## src/rtl/mux2_rr_arbiter_if.sv

```systemverilog
// Handshake bundle between two producers, the arbiter and the consumer.
// The arbiter uses the slave view; the driving environment uses master.
interface mux2_rr_arbiter_if #(
    parameter int WIDTH = 8
);
    logic             in0_valid;
    logic [WIDTH-1:0] in0_data;
    logic             in0_ready;
    logic             in1_valid;
    logic [WIDTH-1:0] in1_data;
    logic             in1_ready;
    logic             out_valid;
    logic [WIDTH-1:0] out_data;
    logic             out_sel;
    logic             out_ready;

    modport slave (
        input  in0_valid, in0_data, in1_valid, in1_data, out_ready,
        output in0_ready, in1_ready, out_valid, out_data, out_sel
    );

    modport master (
        output in0_valid, in0_data, in1_valid, in1_data, out_ready,
        input  in0_ready, in1_ready, out_valid, out_data, out_sel
    );
endinterface

```

## src/rtl/mux2_rr_arbiter.sv

```systemverilog
// Two-input valid/ready arbiter feeding a 2:1 mux select; registers the winning word.
// Define MUX2_ARB_FIXED_PRIO_EN for fixed priority (in0 wins); default is round-robin.
module mux2_rr_arbiter #(
    parameter int WIDTH = 8
) (
    input  logic              clk,
    input  logic              rst_n,
    mux2_rr_arbiter_if.slave  bus
);

    logic [1:0]            req;
    logic [1:0][WIDTH-1:0] din;

    logic             out_valid_q, out_valid_d;
    logic [WIDTH-1:0] out_data_q,  out_data_d;
    logic             out_sel_q,   out_sel_d;
    logic             last_q,      last_d;

    logic load;
    logic gnt_vld;
    logic gnt_idx;

    assign req  = {bus.in1_valid, bus.in0_valid};
    assign din  = {bus.in1_data,  bus.in0_data};
    assign load = !out_valid_q || bus.out_ready;

    always_comb begin
        gnt_vld = |req;
        gnt_idx = 1'b0;
        case (req)
            2'b01:   gnt_idx = 1'b0;
            2'b10:   gnt_idx = 1'b1;
`ifdef MUX2_ARB_FIXED_PRIO_EN
            2'b11:   gnt_idx = 1'b0;
`else
            2'b11:   gnt_idx = !last_q;
`endif
            default: gnt_idx = 1'b0;
        endcase
    end

    always_comb begin
        out_valid_d = out_valid_q;
        out_data_d  = out_data_q;
        out_sel_d   = out_sel_q;
        last_d      = last_q;
        if (load && gnt_vld) begin
            out_valid_d = 1'b1;
            out_data_d  = din[gnt_idx];
            out_sel_d   = gnt_idx;
            last_d      = gnt_idx;
        end else if (bus.out_ready) begin
            out_valid_d = 1'b0;
        end
    end

    // rst_n gates the readies so nothing is accepted while reset is held.
    assign bus.in0_ready = rst_n && load && gnt_vld && !gnt_idx;
    assign bus.in1_ready = rst_n && load && gnt_vld &&  gnt_idx;

    always_ff @(posedge clk or negedge rst_n) begin
        if (!rst_n) begin
            out_valid_q <= 1'b0;
            out_data_q  <= '0;
            out_sel_q   <= 1'b0;
            last_q      <= 1'b1;
        end else begin
            out_valid_q <= out_valid_d;
            out_data_q  <= out_data_d;
            out_sel_q   <= out_sel_d;
            last_q      <= last_d;
        end
    end

    assign bus.out_valid = out_valid_q;
    assign bus.out_data  = out_data_q;
    assign bus.out_sel   = out_sel_q;

endmodule

```

## src/flat_wrapper.sv

```systemverilog
// flat-port wrapper written by rule: the top's interface ports become plain ports
module mux2_rr_arbiter_flat 
#(
    parameter int WIDTH = 8
)
  (clk, rst_n, bus_in0_valid, bus_in0_data, bus_in1_valid, bus_in1_data, bus_out_ready, bus_in0_ready, bus_in1_ready, bus_out_valid, bus_out_data, bus_out_sel);
  mux2_rr_arbiter_if #(.WIDTH(WIDTH)) bus_i ();
  input  logic clk;
  input  logic rst_n;
  input wire logic [$bits(bus_i.in0_valid)-1:0] bus_in0_valid;
  input wire logic [$bits(bus_i.in0_data)-1:0] bus_in0_data;
  input wire logic [$bits(bus_i.in1_valid)-1:0] bus_in1_valid;
  input wire logic [$bits(bus_i.in1_data)-1:0] bus_in1_data;
  input wire logic [$bits(bus_i.out_ready)-1:0] bus_out_ready;
  output wire logic [$bits(bus_i.in0_ready)-1:0] bus_in0_ready;
  output wire logic [$bits(bus_i.in1_ready)-1:0] bus_in1_ready;
  output wire logic [$bits(bus_i.out_valid)-1:0] bus_out_valid;
  output wire logic [$bits(bus_i.out_data)-1:0] bus_out_data;
  output wire logic [$bits(bus_i.out_sel)-1:0] bus_out_sel;
  assign bus_i.in0_valid = bus_in0_valid;
  assign bus_i.in0_data = bus_in0_data;
  assign bus_i.in1_valid = bus_in1_valid;
  assign bus_i.in1_data = bus_in1_data;
  assign bus_i.out_ready = bus_out_ready;
  assign bus_in0_ready = bus_i.in0_ready;
  assign bus_in1_ready = bus_i.in1_ready;
  assign bus_out_valid = bus_i.out_valid;
  assign bus_out_data = bus_i.out_data;
  assign bus_out_sel = bus_i.out_sel;
  mux2_rr_arbiter #(.WIDTH(WIDTH)) u_core (.clk(clk), .rst_n(rst_n), .bus(bus_i));
endmodule
```

## config.mk

```make
export PLATFORM = sky130hd
export DESIGN_NAME = mux2_rr_arbiter_flat
export DESIGN_NICKNAME = d
export VERILOG_FILES = /design/src/rtl/mux2_rr_arbiter_if.sv /design/src/rtl/mux2_rr_arbiter.sv /design/src/flat_wrapper.sv
export SDC_FILE = /design/constraint.sdc
export NUM_CORES = 1
export LEC_CHECK = 0
export ABC_AREA = 1
export CAP_MARGIN = 15
export CORE_MARGIN = 2
export CORE_UTILIZATION = 40
export CTS_CLUSTER_DIAMETER = 60
export DETAILED_ROUTE_END_ITERATION = 8
export PLACE_DENSITY = 0.82
export SYNTH_ARGS = -nofsm -noshare
export SYNTH_HDL_FRONTEND = slang
export SYNTH_SLANG_ARGS = --single-unit
```

## constraint.sdc

```tcl
create_clock -name clk -period 1.8 [get_ports clk]
set_input_delay 0.36 -clock clk [delete_from_list [all_inputs] [get_ports clk]]
set_output_delay 0.36 -clock clk [all_outputs]
set_load 0.05 [all_outputs]
```

# --- Word-level counts from Yosys, hierarchy flattened ---
# Cells that the tools add are included.
totals:
  regBits: 11
  inputBits: 21
  output_inout_bits: 12
classes:
  n_lt_le_gt_ge: 1
  eq_ne: 2
  mux: 5
  reduce_logical: 11
op_table:
  columns: ["operator", "n"]
  rows:
  - ["8-bit two-way mux", 2]
  - ["1-bit logical AND", 5]
  - ["2-bit equality test (second input constant)", 2]
  - ["1-bit logical NOT", 3]
  - ["1-bit by 2-bit less-than comparator with 1-bit output (second input constant)", 1]
  - ["1-bit two-way mux", 2]
  - ["1-bit one-hot mux with 2 select lines", 1]
  - ["2-bit nonzero test", 1]
  - ["2-bit OR reduction", 1]
  - ["1-bit logical OR", 1]

# --- Longest topological paths before layout ---
# Gate-level depths: netlist of run 1.
logic_depth:
  ltp_word: 5
  depth_mapped: 6

# --- Worst setup path before layout of run 1 ---
# No wires, ideal clock.
synth_timing:
  path_kind: "reg-to-output"
  startpoint: "reg u_core.out_valid_q (netlist: u_core.bus.out_valid)"
  endpoint: "out bus_in0_ready"
  arrival_time_ns: 1.623
  required_ns: 1.440
  path_slack_ns: -0.183
  stages_incl_launch_ff: 5
  cell_sequence: "dfrtp_1 -> nand2_1 -> o21ai_0 -> buf_2 -> nor3_2"
synth_between:
  elab_chain_len: 5
synth_lines:
  columns: ["item", "line", "rtl"]
  rows:
  - ["from (decl)", "mux2_rr_arbiter.sv:14", "logic out_valid_q, out_valid_d;"]
  - ["from (signal assigned)", "mux2_rr_arbiter.sv:68", "out_valid_q <= out_valid_d;"]
  - ["1-bit logical NOT", "mux2_rr_arbiter.sv:25", "assign load = !out_valid_q || bus.out_ready;"]
  - ["1-bit logical OR", "mux2_rr_arbiter.sv:25", null]
  - ["1-bit logical AND (3 in a row)", "mux2_rr_arbiter.sv:58", "assign bus.in0_ready = rst_n && load && gnt_vld && !gnt_idx;"]
  - ["to (decl)", "flat_wrapper.sv:15", "output wire logic [$bits(bus_i.in0_ready)-1:0] bus_in0_ready;"]
# No other way between the ends.

# --- Worst setup path in the final report of run 1 ---
layout_timing:
  startpoint: "in bus_in1_valid"
  endpoint: "out bus_in1_ready"
layout_between:
  elab_chain_len: 3
layout_lines:
  columns: ["item", "line", "rtl"]
  rows:
  - ["from (decl)", "flat_wrapper.sv:12", "input wire logic [$bits(bus_i.in1_valid)-1:0] bus_in1_valid;"]
  - ["2-bit equality test / 2-bit OR reduction (equally long branches)", "mux2_rr_arbiter.sv:30, mux2_rr_arbiter.sv:28", null]
  - ["1-bit one-hot mux with 2 select lines / 1-bit logical AND (equally long branches)", "mux2_rr_arbiter.sv:30, mux2_rr_arbiter.sv:59", null]
  - ["1-bit logical AND (*)", "mux2_rr_arbiter.sv:59", "assign bus.in1_ready = rst_n && load && gnt_vld && gnt_idx;"]
  - ["to (decl)", "flat_wrapper.sv:16", "output wire logic [$bits(bus_i.in1_ready)-1:0] bus_in1_ready;"]
# Mark *: on every way between the ends. The rest lies on a longest branch, timed or not.

==> flow_summary.toml, run 1 <==
[drt]
drc = 0
wl_um = 1477
vias = 655
drt_iter0_markers = 10
routedWlPerCell_um = 10.26
firstDrtPassIters = 4
ant_nets = 0
vias_per_cell = 4.549

[synth]
synth_area_leaders = "dfrtp_1 41%, nand2_1 19%, nand3_1 13%"
ys_seq_area_frac = 0.4529
synthTopCellsByCount = "31 x nand2_1, 20 x inv_1, 16 x nand3_1"
synth_top_cell_by_area = "dfrtp_1"
yosysMostFrequentCell = "nand2_1"
synth_cell_types = 12
yosys_warnings = 0
ys_ff_latch = 11
synth_ff_type = "dfrtp_1"
synthesis.area_um2 = 610.6
syn_nets = 109
yosysTopAreaCellShare = 0.4098
synthArstFlopShare = 1.000
synth_edf_count = 0
syn_area_per_cell_um2 = 6.938
syn-instance-count = 88

[sta]
fin_crit_sh = 0.9704
skew_ns = 0.007474
rsz0062_at_grt = "true"
min_period_ns = 1.747
slew_violations = 0
finalHoldViolations = 0
max_freq_ghz = 0.5725
tightest_slew_ns = 0.2711
whs_ns = 0.4304
relSlewSlack = 0.8180
setup_slack_ns = 0.05336
setup-violations-final = 0

[place]
place_congestion = 0.7104
io_buffer_count = 32
pre_cts_ws_ns = -0.02922
hpwl_um = 1186

[pwr]
leakage_nw = 0.5735
seq_power_share = 0.373
power.total_uw = 821.2
pwr-share-comb = 0.431
power_switching_uw = 317.9
swShare = 0.3871
p_int_uw = 503.3
powerDensity_nw_per_um2 = 815.3
clkPwrFrac = 0.196
ir_worst_vdd_v = 0.0004015

[setup_path]
path_cells = "clkdlybuf4s50_1 > nand2_2 > inv_2 > nand2_1 > nor2_2 > buf_12"
crit_path_start_kind = "input pin"
crit_path_max_fanout = 3
arrival_ns = 1.39
cp.required_ns = 1.44
critPathKind = "in2out"
critical_path_buf_inv_count = 3
cp_slowest_cell = "clkdlybuf4s50_1"
crit_family = "buffers and inverters"
cp-end-kind = "primary output"
max_stage_delay_ns = 0.51

[clock_tree]
htree_num_levels = 1
cts_setup_buffers = 0
insertion_delay_ns = 0.26
cts_hold_buffers = 0
cts_max_path_buffers = 2
cts-root-buf = "clkbuf_4"
cts_tree = "yes"
clkTransAtPathRegs_ns = 0.07
numCtsBuffers = 3
clkSinkCount = 11

[global_route]
grt_remaining_overflow = 0
grt_max_degree = 12
grt_use_total = 0.1771
antenna_found_initial = 0
grt_pass1_vias = 628
grt_first_pass_wirelength_um = 2449

[job]
maxCapViolCount = 0

[finish]
antenna_cells = 0
drive_above_1_share = 0.2188
fin_nets = 150
fillers = 142
area_delta_synth_final_pct = 64.96
final_core_util = 0.6845

[run_status]
status = "complete, no violations"

[floorplanning]
die_y_um = 43.07
die_x_um = 43.07
core_um2 = 1471
num_rows = 14
ios = 33
dieArea_um2 = 1855
start_util = 0.4150

[hold_path]
hp-class = "in2async"
-- area by class of cell --
class	instances	area (um2)	area share
sequential	11	276.5	0.2745
clock buffer	4	26.28	0.02609
timing repair buffer	38	354.1	0.3516
tap	16	20.02	0.01988
multi-input combinational	55	255.2	0.2534
inverter	20	75.07	0.07453
-- worst paths after layout --
kind                                                           end  depth (start not counted)  slack [ns]                 startpoint
worst max register to register  u_core.bus.out_data[0]$_DFFE_PN0P_                          6        0.68  u_core.last_q$_DFFE_PN1P_
worst min register to register           u_core.last_q$_DFFE_PN1P_                          2        0.48  u_core.last_q$_DFFE_PN1P_
worst max-delay path                                 bus_in1_ready                          6        0.05              bus_in1_valid
min in group clk                  u_core.bus.out_valid$_DFFE_PN0P_                          3        0.46              bus_in0_valid
max in group asynchronous                u_core.last_q$_DFFE_PN1P_                          2        1.14                      rst_n
worst min-delay path            u_core.bus.out_data[3]$_DFFE_PN0P_                          2        0.43                      rst_n
-- per-layer routing --
layer  up-vias  track usage  wire length [um]
li1        346            -                 -
met1       281       0.1924               570
met2        26       0.3303               790
met3         2      0.02553               101
met4         0      0.08485                14
met5         -            0                 0
-- sequential cells by signal, indices dropped and copies added, names as in the netlist --
signal                cells
u_core.bus.out_sel        1
u_core.bus.out_data       8
u_core.last_q             1
u_core.bus.out_valid      1
-- cells by family (layout without fill, tap and decap cells) --
logic type,after synthesis,after routing,synth area share
buf+inv,22,62,0.1434
compound gates,1,1,0.008189
flops,11,11,0.4529
simple gates,54,54,0.3955
-- layout by cell type, fill, tap and decap left out --
cell type,Yosys,routed
nand3_1,16,16
nor2_4,1,1
buf_12,0,1
dlymetal6s2s_1,0,1
nor3_4,0,1
buf_6,0,1
nand2_2,2,2
clkbuf_4,0,3
dfstp_2,1,1
o21ai_1,0,1
nand2_1,31,31
nor2_2,0,1
dfrtp_1,10,10
buf_4,1,16
inv_2,0,1
clkbuf_1,0,1
clkdlybuf4s50_1,0,19
nor2_1,3,2
inv_1,20,19
-- through the flow --
step	cells	cell area (um2)	TNS [ns]
2_1_floorplan	88	619.3	0
3_3_place_gp	140	974.7	-0.02276
3_5_place_dp	140	974.7	-0.03172
4_1_cts	144	1005	0
5_1_grt	144	1007	-0.02840
6_report	144	1007	0
-- power groups by stage --
stage / Combinational (mW) / Sequential (mW) / Clock, mW
floorplan: 0.0928 / 0.428 / 0
global placement: 0.349 / 0.311 / 0
detailed placement: 0.355 / 0.311 / 0
CTS: 0.357 / 0.307 / 0.167
global route: 0.377 / 0.312 / 0.177
finish: 0.354 / 0.306 / 0.161
-- repair_timing --
item / CTS / global route
resized for setup: 3 / 1
pin swaps: 1 / 1
endpoints found under the setup margin: 2 / 2
Power figures use the tool's default switching activity.
==> run 2, diff against run 1 <==
Settings changed: CTS_BUF_LIST set to sky130_fd_sc_hd__clkbuf_8.
==> flow_summary.toml, run 2 (synthesis gave the netlist of run 1 again) <==
[drt]
vias = 652
firstDrtPassIters = 4
vias_per_cell = 4.528
wl_um = 1485
drt_iter0_markers = 10
routedWlPerCell_um = 10.31
drc = 0
ant_nets = 0

[global_route]
grt_first_pass_wirelength_um = 2463
grt_max_degree = 12
grt_remaining_overflow = 0
grt_use_total = 0.1798
grt_pass1_vias = 631
antenna_found_initial = 0

[pwr]
ir_worst_vdd_v = 0.0004884
seq_power_share = 0.343
p_int_uw = 567.7
pwr-share-comb = 0.396
power_switching_uw = 327.1
powerDensity_nw_per_um2 = 872.1
clkPwrFrac = 0.261
swShare = 0.3655
leakage_nw = 0.5855

[job]
maxCapViolCount = 0

[setup_path]
crit_path_max_fanout = 3
cp-end-kind = "primary output"
rr_worst_depth = 6
cp.required_ns = 1.44
rrSetupSlack_ns = 0.67
crit_path_start_kind = "input pin"
arrival_ns = 1.39
crit-reg2reg-capture = "u_core.bus.out_data[0]$_DFFE_PN0P_"
critPathKind = "in2out"
r2r-start = "u_core.last_q$_DFFE_PN1P_"

[clock_tree]
clkTransAtPathRegs_ns = 0.05
numCtsBuffers = 3
cts_max_path_buffers = 2
clkSinkCount = 11
cts_setup_buffers = 0
cts-root-buf = "clkbuf_8"
cts_tree = "yes"
insertion_delay_ns = 0.23
htree_num_levels = 1

[sta]
min_period_ns = 1.753
max_freq_ghz = 0.5704
fin_crit_sh = 0.9740
slew_violations = 0
finalHoldViolations = 0
setup-violations-final = 0
skew_ns = 0.002247
rsz0062_at_grt = "true"
tightest_slew_ns = 0.2711
relSlewSlack = 0.8180

[place]
place_area_um2 = 974.7
io_buffer_count = 32
place_congestion = 0.7104
dp.cells = 140
hpwl_um = 1186

[finish]
postLayoutCellArea_um2 = 1026
largest_register_ffs = 8
antenna_cells = 0
fillers = 139
drive_above_1_share = 0.2188
final_cell_mix = "31 x nand2_1, 20 x inv_1, 19 x clkdlybuf4s50_1, 16 x nand3_1, 16 x buf_4"
final_cells = 144
area_delta_synth_final_pct = 68.03
fin_nets = 150
final_common_cell = "nand2_1"

[hold_path]
hp-class = "in2async"

[floorplanning]
dieArea_um2 = 1855
start_util = 0.4150
die_x_um = 43.07
core_um2 = 1471
die_y_um = 43.07
ios = 33
num_rows = 14

[run_status]
status = "complete, no violations"
[run 2: final cells by class]
class / instances / area (um2) / area share
Timing Repair Buffer: 38 / 354.1 / 0.3451
Sequential cell: 11 / 276.5 / 0.2695
Multi-Input combinational cell: 55 / 255.2 / 0.2488
Inverter: 20 / 75.07 / 0.07317
Clock buffer: 3 / 41.29 / 0.04024
Tap cell: 16 / 20.02 / 0.01951
Clock inverter: 1 / 3.754 / 0.003659
[run 2: per-stage QoR]
stage / power, mW / util / hold slack [ns] / setup WS (ns) / TNS [ns]
floorplan: 0.5209 / - / 0.06441 / 0.01366 / 0
global placement: 0.6596 / 0.6624 / 0.4588 / -0.02068 / -0.02276
detailed placement: 0.6659 / 0.6624 / 0.4668 / -0.02922 / -0.03172
CTS: 0.9024 / 0.6956 / 0.4721 / 0.006276 / 0
global route: 0.9423 / 0.6973 / 0.4800 / -0.01614 / -0.02840
finish: 0.8948 / 0.6973 / 0.4661 / 0.04689 / 0
[run 2: critical path, stage by stage]
cell,delay (ns)
clkdlybuf4s50_1,0.52
nand2_2,0.08
inv_2,0.08
nand2_1,0.08
nor2_2,0.13
buf_12,0.15
[run 2: power groups by stage]
stage	logic, mW	registers [mW]	clock network (mW)
2_1_floorplan	0.0928	0.428	0
3_3_place_gp	0.349	0.311	0
3_5_place_dp	0.355	0.311	0
4_1_cts	0.357	0.308	0.238
5_1_grt	0.377	0.313	0.252
6_report	0.354	0.307	0.234
[run 2: layer usage]
layer	vias up	share of wire	GRT usage
met5	-	0	0
met4	0	0.0094	0.08485
met3	2	0.065	0.03830
met2	26	0.52	0.3303
met1	278	0.40	0.1924
li1	346	-	-
[run 2: worst max path at each step]
stage	start	to	slack, ns	cells past startpoint
floorplan	u_core.bus.out_valid$_DFFE_PN0P_	bus_in0_ready	0.01	4
detailed placement	bus_out_ready	bus_in0_ready	-0.03	6
finish	bus_in1_valid	bus_in1_ready	0.05	6
global placement	bus_out_ready	bus_in0_ready	-0.02	6
global route	bus_out_ready	bus_in0_ready	-0.02	6
CTS	bus_in0_valid	bus_in1_ready	0.006	7
[run 2: repair_timing]
item                                    in CTS  in global routing
endpoints found under the setup margin       2                  2
hold buffers                                 0                  0
resized for setup                            3                  1
pin swaps                                    1                  1
